File: src/rtl/spi_pkg.sv
// Shared types and constants for the SPI slave receiver.
// Define SPI_RX_SYNC_EN when the SPI master runs asynchronously to clk.
package spi_pkg;

    localparam int DATA_W_DEF = 16;

`ifdef SPI_RX_SYNC_EN
    localparam int SYNC_DEPTH = 2;
`else
    localparam int SYNC_DEPTH = 1;
`endif

    typedef enum logic [1:0] {
        IDLE  = 2'd0,
        SHIFT = 2'd1,
        HOLD  = 2'd2
    } spi_state_e;

endpackage

File: src/rtl/spi_sync.sv
// Single-bit conditioning register chain; depth follows SPI_RX_SYNC_EN via spi_pkg.
module spi_sync
    import spi_pkg::*;
#(
    parameter int DEPTH = SYNC_DEPTH
) (
    input  logic clk,
    input  logic reset,
    input  logic d,
    output logic q
);

    logic [DEPTH-1:0] chain;

    generate
        if (DEPTH == 1) begin : g_single
            always_ff @(posedge clk) begin
                if (reset) chain <= '0;
                else       chain <= d;
            end
        end else begin : g_multi
            always_ff @(posedge clk) begin
                if (reset) chain <= '0;
                else       chain <= {chain[DEPTH-2:0], d};
            end
        end
    endgenerate

    assign q = chain[DEPTH-1];

endmodule

File: src/rtl/spi_slave_rx.sv
// SPI slave receiver (mode 0 sampling, MSB first) with a valid/ready word output.
// Build with SPI_RX_SYNC_EN for a 2-flop synchronizer on each SPI input.
module spi_slave_rx
    import spi_pkg::*;
#(
    parameter int DATA_W = DATA_W_DEF
) (
    input  logic              clk,
    input  logic              reset,
    input  logic              spi_cs_L,
    input  logic              spi_sclk,
    input  logic              spi_data,
    output logic [DATA_W-1:0] rx_data,
    output logic              rx_valid,
    input  logic              rx_ready,
    output logic              frame_err,
    output logic              overrun,
    input  logic              ovr_clr,
    output logic [4:0]        bit_count
);

    localparam logic [1:0] ST_IDLE  = IDLE;
    localparam logic [1:0] ST_SHIFT = SHIFT;
    localparam logic [1:0] ST_HOLD  = HOLD;
    localparam logic [4:0] LAST_BIT = 5'(DATA_W - 1);

    logic              cs_s;
    logic              sclk_s;
    logic              data_s;
    logic              sclk_prev;
    logic              sclk_rise;
    logic              armed;
    logic              hold_err_seen;
    logic [1:0]        state;
    logic [DATA_W-1:0] shreg;
    logic              word_done;
    logic [DATA_W-1:0] new_word;

    spi_sync u_sync_cs   (.clk(clk), .reset(reset), .d(spi_cs_L), .q(cs_s));
    spi_sync u_sync_sclk (.clk(clk), .reset(reset), .d(spi_sclk), .q(sclk_s));
    spi_sync u_sync_data (.clk(clk), .reset(reset), .d(spi_data), .q(data_s));

    assign sclk_rise = sclk_s & ~sclk_prev;
    assign word_done = (state == ST_SHIFT) && !cs_s && sclk_rise && (bit_count == LAST_BIT);
    assign new_word  = {shreg[DATA_W-2:0], data_s};

    // armed only sets once cs is seen high, so a reset inside a frame waits for a fresh cs fall
    always_ff @(posedge clk) begin
        if (reset) begin
            state         <= ST_IDLE;
            shreg         <= '0;
            bit_count     <= '0;
            sclk_prev     <= 1'b1;
            armed         <= 1'b0;
            hold_err_seen <= 1'b0;
            frame_err     <= 1'b0;
        end else begin
            sclk_prev <= sclk_s;
            frame_err <= 1'b0;
            if (cs_s) armed <= 1'b1;
            case (state)
                ST_IDLE: begin
                    if (!cs_s && armed) begin
                        state         <= ST_SHIFT;
                        bit_count     <= '0;
                        shreg         <= '0;
                        hold_err_seen <= 1'b0;
                    end
                end
                ST_SHIFT: begin
                    if (cs_s) begin
                        state     <= ST_IDLE;
                        frame_err <= (bit_count != 5'd0);
                    end else if (sclk_rise) begin
                        shreg     <= new_word;
                        bit_count <= bit_count + 5'd1;
                        if (bit_count == LAST_BIT) state <= ST_HOLD;
                    end
                end
                ST_HOLD: begin
                    if (cs_s) begin
                        state <= ST_IDLE;
                    end else if (sclk_rise && !hold_err_seen) begin
                        frame_err     <= 1'b1;
                        hold_err_seen <= 1'b1;
                    end
                end
                default: state <= ST_IDLE;
            endcase
        end
    end

    // A completing word may replace a word that is being handed off on the same cycle
    always_ff @(posedge clk) begin
        if (reset) begin
            rx_data  <= '0;
            rx_valid <= 1'b0;
            overrun  <= 1'b0;
        end else begin
            if (word_done && (!rx_valid || rx_ready)) begin
                rx_data  <= new_word;
                rx_valid <= 1'b1;
            end else if (rx_valid && rx_ready) begin
                rx_valid <= 1'b0;
            end
            overrun <= (overrun & ~ovr_clr) | (word_done & rx_valid & ~rx_ready);
        end
    end

endmodule

File: config.mk
export PLATFORM = sky130hd
export DESIGN_NAME = spi_slave_rx
export DESIGN_NICKNAME = d
export VERILOG_FILES = /design/src/rtl/spi_pkg.sv /design/src/rtl/spi_sync.sv /design/src/rtl/spi_slave_rx.sv
export SDC_FILE = /design/constraint.sdc
export NUM_CORES = 1
export LEC_CHECK = 0
export ABC_AREA = 1
export CORE_MARGIN = 3
export CORE_UTILIZATION = 35
export DETAILED_ROUTE_END_ITERATION = 16
export HOLD_SLACK_MARGIN = 0.05
export PLACE_DENSITY_LB_ADDON = 0.1
export SYNTH_ARGS = -nofsm -noshare
export SYNTH_HDL_FRONTEND = slang
export SYNTH_SLANG_ARGS = --single-unit
File: constraint.sdc
create_clock -name clk -period 4.4 [get_ports clk]
set_input_delay 0.88 -clock clk [delete_from_list [all_inputs] [get_ports clk]]
set_output_delay 0.88 -clock clk [all_outputs]
set_load 0.01 [all_outputs]
# [Yosys cells after proc, flatten, opt, wreduce, memory -nomap -nowiden]
# Cells that the tools add are included.
[totals] ff_bits=47 input_bits=7 output_inout_bits=24
[op_classes] n_addsub=1 eq_ne=11 muxes=24 bitwise_logic=8 reduce_logical=19
[op_table] cell="15-bit 2-to-1 mux" count=3
[op_table] cell="15-bit case mux with 2 select lines" count=1
[op_table] cell="5-bit 2-to-1 mux" count=3
[op_table] cell="4-bit AND reduction" count=3
[op_table] cell="2-bit 2-to-1 mux" count=5
[op_table] cell="2-bit != test (second input constant)" count=5
[op_table] cell="5-bit case mux with 2 select lines" count=1
[op_table] cell="1-bit 2-to-1 mux" count=8
[op_table] cell="1-bit logical AND" count=7
[op_table] cell="2-bit case mux with 3 select lines" count=1
[op_table] cell="2-bit nonzero test" count=3
[op_table] cell="5-bit by 1-bit adder with 5-bit output (second input constant)" count=1
[op_table] cell="5-bit by 4-bit == test with 1-bit output (second input constant)" count=1
[op_table] cell="5-bit nonzero test" count=1
[op_table] cell="1-bit AND" count=4
[op_table] cell="1-bit case mux with 2 select lines" count=2
[op_table] cell="1-bit logical NOT" count=3
[op_table] cell="3-bit by 1-bit != test with 1-bit output (second input constant)" count=1
[op_table] cell="3-bit by 2-bit != test with 1-bit output (second input constant)" count=1
[op_table] cell="1-bit NOT" count=3
[op_table] cell="2-bit by 1-bit == test with 1-bit output (second input constant)" count=1
[op_table] cell="2-bit == test (second input constant)" count=1
[op_table] cell="2-bit logical NOT" count=1
[op_table] cell="2-bit by 1-bit != test with 1-bit output (second input constant)" count=1
[op_table] cell="other kinds (2)" count=2

# [Logic depth before layout (Yosys ltp)]
[logic_depth] ltp_word=7 ltp_mapped=11 depth_no_buf=10

# [Cells and area by module]
# From an unflattened synthesis, not the netlist that was laid out.
[hier_totals] hier_cells=284 hier_area_um2=2028.2
[by_module_without_submodules] module="spi_slave_rx" n_inst=1 cells_each=275 area_each_um2=1938.1
[by_module_without_submodules] module="spi_sync" n_inst=3 cells_each=3 area_each_um2=30.0

# [Worst setup path after synthesis]
# OpenSTA, ideal clock, no wires.
[synth_path] kind="flip-flop to flip-flop" from="register bit_count[1]" to="register rx_data[15]" setup_time_ns=0.116 t_arrival_ns=1.545 t_required_ns=4.284 setup_slack_ns=2.739 stages_incl_launch_ff=11 cell_sequence="dfxtp_1 > ha_1 > nand2_1 > nor2_1 > ha_1 > nand3_1 > nor2_2 > nand2_2 > clkbuf_2 > o21ai_0 > nor2_1"
[synth_between] elab_chain_cells=3
[synth_rtl] element="start: declaration" line="spi_slave_rx.sv:19" source="output logic [4:0] bit_count"
[synth_rtl] element="start signal: assignment" line="spi_slave_rx.sv:76" source="bit_count <= bit_count + 5'd1;"
[synth_rtl] element="5-bit by 4-bit == test with 1-bit output" line="spi_slave_rx.sv:44" source="assign word_done = (state == ST_SHIFT) && !cs_s && sclk_rise && (bit_count == LAST_BIT);"
[synth_rtl] element="1-bit logical AND" line="spi_slave_rx.sv:44"
[synth_rtl] element="1-bit logical AND" line="spi_slave_rx.sv:100" source="if (word_done && (!rx_valid || rx_ready)) begin"
[synth_rtl] element="end signal: assignment" line="spi_slave_rx.sv:101" source="rx_data <= new_word;"
[synth_rtl] element="end: declaration" line="spi_slave_rx.sv:13" source="output logic [DATA_W-1:0] rx_data,"
# Every way passes these cells.
# A chain may end at the register's enable or synchronous reset.

# [Worst setup path in the final report]
[layout_path] from="register state[0]" to="register bit_count[0]"
[layout_between] elab_chain_cells=3 elab_cells_between_ends=8 classes_between="eq/ne: 4; mux: 1; reduce/logical: 3"
[layout_rtl] element="start: declaration" line="spi_slave_rx.sv:34" source="logic [1:0] state;"
[layout_rtl] element="start signal: assignment" line="spi_slave_rx.sv:50" source="state <= ST_IDLE;"
[layout_rtl] element="start signal: assignment" line="spi_slave_rx.sv:64" source="state <= ST_SHIFT;"
[layout_rtl] element="start signal: assignment" line="spi_slave_rx.sv:72" source="state <= ST_IDLE;"
[layout_rtl] element="2-bit by 1-bit == test with 1-bit output or 2-bit logical NOT (tied branches)" line="spi_slave_rx.sv:61" source="case (state)"
[layout_rtl] element="2-bit != test (no line) or 2-bit nonzero test (tied branches)"
[layout_rtl] element="4-bit AND reduction (no line)"
# Several ways; a longest one is shown, not always the timed one.

==> flow_summary.html <==
<table>
<tr><th>Metric</th><th>Value</th></tr>
<tr><th colspan="2">STA</th></tr>
<tr><td>Relative slew slack</td><td>0.449</td></tr>
<tr><td>Hold violation total from the final report</td><td>0</td></tr>
<tr><td>Setup repair after global routing missed its margin</td><td>no</td></tr>
<tr><td>Time the worst path needs with I/O delays and setup</td><td>about 2400 ps</td></tr>
<tr><td>Actual transition at the worst max-transition pin</td><td>roughly 830 ps</td></tr>
<tr><td>Setup TNS</td><td>0 ps</td></tr>
<tr><td>Worst clock skew on the final layout</td><td>3.75 ps</td></tr>
<tr><td>Achievable clock frequency</td><td>around 420 MHz</td></tr>
<tr><td>Fin. max-slew vios</td><td>0</td></tr>
<tr><td>Share of the clock period used by the worst path after layout</td><td>0.543</td></tr>
<tr><td>Final setup violation count</td><td>0</td></tr>
<tr><th colspan="2">Placement</th></tr>
<tr><td>Total half-perimeter wirelength after legalization and detailed placement</td><td>around 2800 um</td></tr>
<tr><td>Port Buffer Count</td><td>30</td></tr>
<tr><td>Placer's final routability congestion estimate</td><td>about 0.75</td></tr>
<tr><th colspan="2">Clocking</th></tr>
<tr><td>Inserted Clock Buffers</td><td>5</td></tr>
<tr><td>Post-cts repair resize count</td><td>0</td></tr>
<tr><td>Root Buffer</td><td>sky130_fd_sc_hd__clkbuf_8</td></tr>
<tr><td>Clock transition at path regs</td><td>about 80 ps</td></tr>
<tr><td>CTS Hold Bufs</td><td>0</td></tr>
<tr><td>Post-CTS setup buffer count</td><td>0</td></tr>
<tr><td>Total number of H-tree levels</td><td>2</td></tr>
<tr><td>Number of clock sinks</td><td>between 40 and 50</td></tr>
<tr><td>CTS tree</td><td>yes</td></tr>
<tr><td>Buffer levels on the longest clock path</td><td>2</td></tr>
<tr><td>Insertion delay of the later-clocked pin in the worst-skew pair</td><td>about 300 ps</td></tr>
<tr><th colspan="2">Floorplanning</th></tr>
<tr><td>Effective utilization at floorplan</td><td>0.371</td></tr>
<tr><td>Num rows</td><td>27</td></tr>
<tr><td>Area enclosed by the die boundary</td><td>~7000 um^2</td></tr>
<tr><td>Die Wd</td><td>~84 um</td></tr>
<tr><td>Area of the placeable core</td><td>between 5000 and 6000 um^2</td></tr>
<tr><td>Overall die height</td><td>around 84 um</td></tr>
<tr><td>Count of boundary I/O pins</td><td>31</td></tr>
<tr><th colspan="2">Run status</th></tr>
<tr><td>Outcome</td><td>complete, no violations</td></tr>
<tr><th colspan="2">Power</th></tr>
<tr><td>Portion of total power attributed to sequential cells</td><td>0.501</td></tr>
<tr><td>Net switching share of the total power</td><td>0.330</td></tr>
<tr><td>Portion of total power attributed to combinational logic</td><td>0.239</td></tr>
<tr><td>Leakage power summed over all cells</td><td>a little over 0.001 uW</td></tr>
<tr><td>Cell internal pwr</td><td>approximately 660 uW</td></tr>
<tr><td>Net Sw Power</td><td>roughly 320 uW</td></tr>
<tr><td>Areal power density over the cells</td><td>between 300 and 400 nW/um^2</td></tr>
<tr><td>Total power draw</td><td>slightly below 1000 uW</td></tr>
<tr><td>Maximum resistive drop on vdd</td><td>161 uV</td></tr>
<tr><td>Clock power share</td><td>0.260</td></tr>
<tr><th colspan="2">Worst setup path</th></tr>
<tr><td>Worst EP arrival</td><td>approximately 2600 ps</td></tr>
<tr><td>WS Path Type</td><td>flop to flop</td></tr>
<tr><td>Data required time at the worst endpoint</td><td>approximately 4600 ps</td></tr>
<tr><td>Worst reg2reg path startpoint</td><td>state[0]</td></tr>
<tr><td>R2R setup slack</td><td>2010 ps</td></tr>
<tr><td>Worst Reg2Reg Path Length in Cells</td><td>6</td></tr>
<tr><td>Kind of end point of the critical path</td><td>flop</td></tr>
<tr><td>End of the worst register-to-register path</td><td>bit_count[0]</td></tr>
<tr><td>CP Launch Type</td><td>flop</td></tr>
<tr><td>Max FO, Critical Path</td><td>21</td></tr>
<tr><th colspan="2">Yosys</th></tr>
<tr><td>Cell area after synthesis</td><td>between 2000 and 2500 um^2</td></tr>
<tr><td>Netlist cell types</td><td>21</td></tr>
<tr><td>Warnings from Yosys</td><td>0</td></tr>
<tr><td>Post-synth net total</td><td>about 320</td></tr>
<tr><td>Flip-flop and latch count after synthesis</td><td>47</td></tr>
<tr><td>Avg Inst Size Synth</td><td>6.92 um^2</td></tr>
<tr><td>Sequential element share of the synthesized area</td><td>0.447</td></tr>
<tr><td>Number of cells produced by synthesis</td><td>around 300</td></tr>
<tr><th colspan="2">Hold path</th></tr>
<tr><td>Min-Delay Startpoint</td><td>hold_err_seen</td></tr>
<tr><td>Hold depth</td><td>2</td></tr>
<tr><td>Endpoint with the worst hold slack</td><td>hold_err_seen</td></tr>
<tr><td>Hold WC Path Type</td><td>flop to flop</td></tr>
<tr><th colspan="2">Routing</th></tr>
<tr><td>Vias per inst</td><td>around 4.5</td></tr>
<tr><td>First-pass iteration count of the detailed router</td><td>4</td></tr>
<tr><td>Drt first-iter violations</td><td>between 40 and 50</td></tr>
<tr><td>Vias</td><td>approximately 1,800</td></tr>
<tr><td>DRC violation count after routing</td><td>0</td></tr>
<tr><td>Final WL</td><td>4360 um</td></tr>
<tr><td>Wire per inst</td><td>~11 um</td></tr>
<tr><td>Antenna violation net count after detailed routing</td><td>0</td></tr>
<tr><th colspan="2">GRT</th></tr>
<tr><td>Global router's overall resource usage</td><td>0.134</td></tr>
<tr><td>Global route overflow</td><td>0</td></tr>
<tr><td>Global-route wire length before repair</td><td>a little under 8000 um</td></tr>
<tr><td>Number of antenna violations at the first check in global routing</td><td>0</td></tr>
<tr><td>Via count of the first global-routing pass</td><td>1,748</td></tr>
<tr><td>Largest net degree at the start of global routing</td><td>28</td></tr>
<tr><th colspan="2">Run</th></tr>
<tr><td># Max-Cap Violations</td><td>0</td></tr>
<tr><th colspan="2">Cells and area</th></tr>
<tr><td>Layout cells sized above 1</td><td>0.0547</td></tr>
<tr><td>Area Growth Syn to Fin</td><td>18.2%</td></tr>
<tr><td>Most frequent standard cell in the layout excluding fill and tap cells</td><td>sky130_fd_sc_hd__nand2_1</td></tr>
<tr><td>Antenna diode count</td><td>0</td></tr>
<tr><td>Net count reported at finish</td><td>341</td></tr>
<tr><td>Most frequent cells in the layout</td><td>sky130_fd_sc_hd__nand2_1, sky130_fd_sc_hd__nor2_1, sky130_fd_sc_hd__dfxtp_1</td></tr>
</table>
[kinds of logic (layout without fill, tap and decap cells)]
family,Yosys count,after routing,share of synthesized area
adders and majority gates,6,6,0.0357
buffers and inverters,53,78,0.116
and+or+nand+nor,169,169,0.331
AOI/OAI and AO/OA,29,29,0.0702
DFF,47,47,0.447
[synth_stat cells (all sizes together)]
master	n	area [um^2]
ha	6	75.1
clkbuf	4	16.3
nand3	25	130
buf	10	80.1
o21ai	17	85.1
o21bai	1	7.51
nor2	65	254
nand4	1	6.26
clkinv	1	5.00
a21oi	11	55.1
nand2	78	305
dfxtp	47	941
inv	38	143
[how the worst max path moves through the flow]
stage                 startpoint            to  slack, ps  cells after the start
finish                  state[0]  bit_count[0]       2010                      6
detailed placement      state[0]  bit_count[0]       2000                      6
floorplan           bit_count[1]   rx_data[15]       2740                     10
CTS                     state[0]  bit_count[0]       2000                      6
global placement        state[0]  bit_count[0]       2000                      6
global route            state[0]  bit_count[0]       1770                      6
[critical path, cell delays in order (launching register included)]
cell and delay, ps:
sky130_fd_sc_hd__dfxtp_1 360, sky130_fd_sc_hd__inv_1 70, sky130_fd_sc_hd__ha_1 280, sky130_fd_sc_hd__nand2_1 630
sky130_fd_sc_hd__nand3_2 590, sky130_fd_sc_hd__a21oi_1 290, sky130_fd_sc_hd__nor2_1 60
[state kept, by name (all words and copies together), names as in the netlist]
name	count
shreg	15
frame_err	1
rx_valid	1
rx_data	16
armed	1
sclk_prev	1
overrun	1
u_sync_cs.q	1
bit_count	5
u_sync_sclk.q	1
state	2
u_sync_data.q	1
hold_err_seen	1
[power groups by stage]
| stage | sequential (uW) | clock (uW) | combinational [uW] |
|---|---|---|---|
| after floorplan | 496 | 0 | 203 |
| after global placement | 503 | 0 | 236 |
| after detailed placement | 501 | 0 | 238 |
| after CTS | 492 | 264 | 240 |
| after global routing | 497 | 281 | 273 |
| final | 491 | 255 | 235 |
[stage by stage]
| stage | hold slack [ps] | utilization | std cells | cell area [um^2] | setup WS (ps) |
|---|---|---|---|---|---|
| CTS | 467 | 0.438 | 401 | 2490 | 2000 |
| detailed placement | 454 | 0.424 | 393 | 2400 | 2000 |
| global route | 491 | 0.438 | 401 | 2490 | 1770 |
| finish | 462 | 0.438 | 401 | 2490 | 2010 |
| floorplan | 431 | - | 304 | 2100 | 2740 |
| global placement | 451 | 0.424 | 393 | 2400 | 2000 |
[per-layer routing]
metal,track usage,wire length [um],share of wire,vias up
li1,-,-,-,967
met1,0.161,2210,0.51,793
met4,0.0395,59,0.014,0
met3,0.0375,153,0.035,5
met2,0.233,1940,0.45,28
met5,0,0,0,-
[area by class of cell]
type / count / area, um^2
clock inverter: 1 / 5.00
multi-input combinational: 204 / 918
tap: 72 / 90.1
clock buffer: 7 / 76.3
inverter: 39 / 148
fill: 612 / 3190
sequential: 47 / 941
timing repair buffer: 31 / 308
Power figures use the tool's default switching activity.
==> patch (same flow settings) <==
The option `SPI_RX_SYNC_EN` is turned on by a define.
--- a/src/rtl/spi_pkg.sv
+++ b/src/rtl/spi_pkg.sv
@@ -1,5 +1,7 @@
 // Shared types and constants for the SPI slave receiver.
 // Define SPI_RX_SYNC_EN when the SPI master runs asynchronously to clk.
+`define SPI_RX_SYNC_EN
+
 package spi_pkg;
 
     localparam int DATA_W_DEF = 16;
Check against the original RTL: not equivalent (a bounded check fails within 10 cycles, from zero or initial values and one cycle with reset high).
==> patch against the original RTL <==
  * Power grew 9.8%
  * Sequential cell count rose by 3
  * Cell area rose by 4.4%
  * Cell count rose by 2.2%
  * First-iteration DRC count is 88% higher
  * Setup slack improved by 0.15 ns
  * Area after synthesis rose by 4.0%
  * Wire length is 4.0% lower
  * Sequential share of layout area grew 0.71 points
  * Hold slack got worse by 0.056 ns
==> patch: results (changes against the original RTL) <==
- Status: finished clean
- Via density: 4.376 (-2.1%)
- Clock skew: 0.004918 ns (+0.001172 ns)
- Number of global-route vias before repair: 1599 (-8.5%)
- GR Layer Usage met3: 3.204% (-0.55 points)
- Async S/R FF share, synth: 0% (unchanged)
- Total track usage: 12.38% (-1.0 points)
- Synth unique cells: 20 (-4.8%)
- Via Count: 1794 (+0.056%)
- Dpl cells: 402 (+2.3%)
- Hold EP: u_sync_data.chain[1]
- First-pass GRT wire length: 7251 µm (-6.3%)
- Post-Place Worst Slack: 2.091 ns (+0.08857 ns)
- Clk buf depth: 2 (unchanged)
- Arrival time at the worst endpoint: 2.44 ns (-0.14 ns)
- Worst hold path cell count: 2 (unchanged)
- Drt first pass iters: 4 (unchanged)
- Avg Inst Size Synth: 7.059 µm² (+2.0%)
- Largest net degree at the start of global routing: 30 (+7.1%)
- P_leak: 1.068 nW (+4.2%)
- Hold Path Class: reg2reg
- Synth Net Count: 323 (+1.9%)
- FF-to-FF setup slack: 2.16 ns (+0.15 ns)
- Synth cell count leaders: nand2_1 (73), nor2_1 (65), dfxtp_1 (50)
- Port buffer count: 30 (unchanged)
- Hold_sp: u_sync_data.chain[0]
- Reg-to-reg startpoint: state[0]
- Worst-path fanout max: 21 (unchanged)
- Worst VDD drop: 0.2112 mV (+31%)
- Biggest regs: rx_data (16), shreg (15), bit_count (5)
- Initial antenna violation count: 0 (unchanged)
- GP Congestion: 0.7110 (-5.2%)
- Final nets: 347 (+1.8%)
- Sequential fraction of the synthesis area: 45.74% (+1.0 points)
- Top cells by area, synth: dfxtp_1 (46%), nand2_1 (13%), nor2_1 (11%)
- CTS Buf Count: 5 (unchanged)
- Global Route met1 Usage: 16.00% (-0.11 points)
- HPWL after detailed placement: 2744 µm (-2.9%)
- Clock slew at reported path FFs: 0.09 ns
- Share of cells above drive strength 1: 5.970% (+0.50 points)
- Rel. slew slack: 43.68% (-1.3 points)
- DRT iter0 DRCs: 81 (+88%)
- Routed WL per cell: 10.22 µm (-6.1%)
- GRT met2 Usage: 19.77% (-3.5 points)
==> patch: stage by stage <==
stage | power [mW] | hold slack [ns] | area [µm²]
4_1_cts | 1.099 | 0.4074 | 2596
3_5_place_dp | 0.7741 | 0.3940 | 2487
6_report | 1.077 | 0.4051 | 2596
3_3_place_gp | 0.7742 | 0.3909 | 2487
2_1_floorplan | 0.7361 | 0.3883 | 2188
5_1_grt | 1.161 | 0.4275 | 2596
==> patch: cell type report <==
class | instances | area, µm²
inverter | 40 | 151.4
fill | 637 | 3395
sequential | 50 | 1001
clock buffer | 5 | 68.82
timing repair buffer | 31 | 307.8
multi-input combinational | 206 | 933.4
tap | 75 | 93.84
clock inverter | 3 | 40.04
==> patch: worst max-delay path: stages, from the launching register on <==
cell and delay (ns):
dfxtp_1 0.36, inv_1 0.07, ha_1 0.27, nand2_1 0.57, nand3_2 0.56, a21oi_1 0.27
nor2_1 0.05
==> patch: logic make-up after synthesis <==
logic type               count (synthesis)  synth area share (%)
AND/OR/NAND/NOR                        170                 32.19
buffers and inverters                   54                 11.61
flip-flops                              50                 45.74
AO/OA/AOI/OAI                           30                 7.033
adder cells (fa/ha/maj)                  6                 3.430
==> patch: worst max path at each step <==
stage                   from            to  slack [ns]  depth (start not counted)
floorplan           rx_ready   rx_data[10]        2.75                          7
global placement    rx_ready   rx_data[11]        2.11                          7
detailed placement  rx_ready   rx_data[11]        2.09                          7
CTS                 state[0]  bit_count[0]        2.12                          6
global route        state[0]  bit_count[3]        1.94                          7
finish              state[0]  bit_count[0]        2.16                          6
==> patch: layer usage <==
layer / routed length [µm] / vias to the layer above / part of all wire [%]
met4: 47 / 0 / 1.1
met5: 0 / - / 0
met1: 2141 / 777 / 51
met2: 1859 / 24 / 44
li1: - / 989 / -
met3: 140 / 4 / 3.3
==> patch: power by group <==
group / total (mW) / internal [mW] / switching, mW
Combinational: 0.237 / 0.0845 / 0.153
Clock: 0.318 / 0.167 / 0.150
Sequential: 0.522 / 0.493 / 0.0288
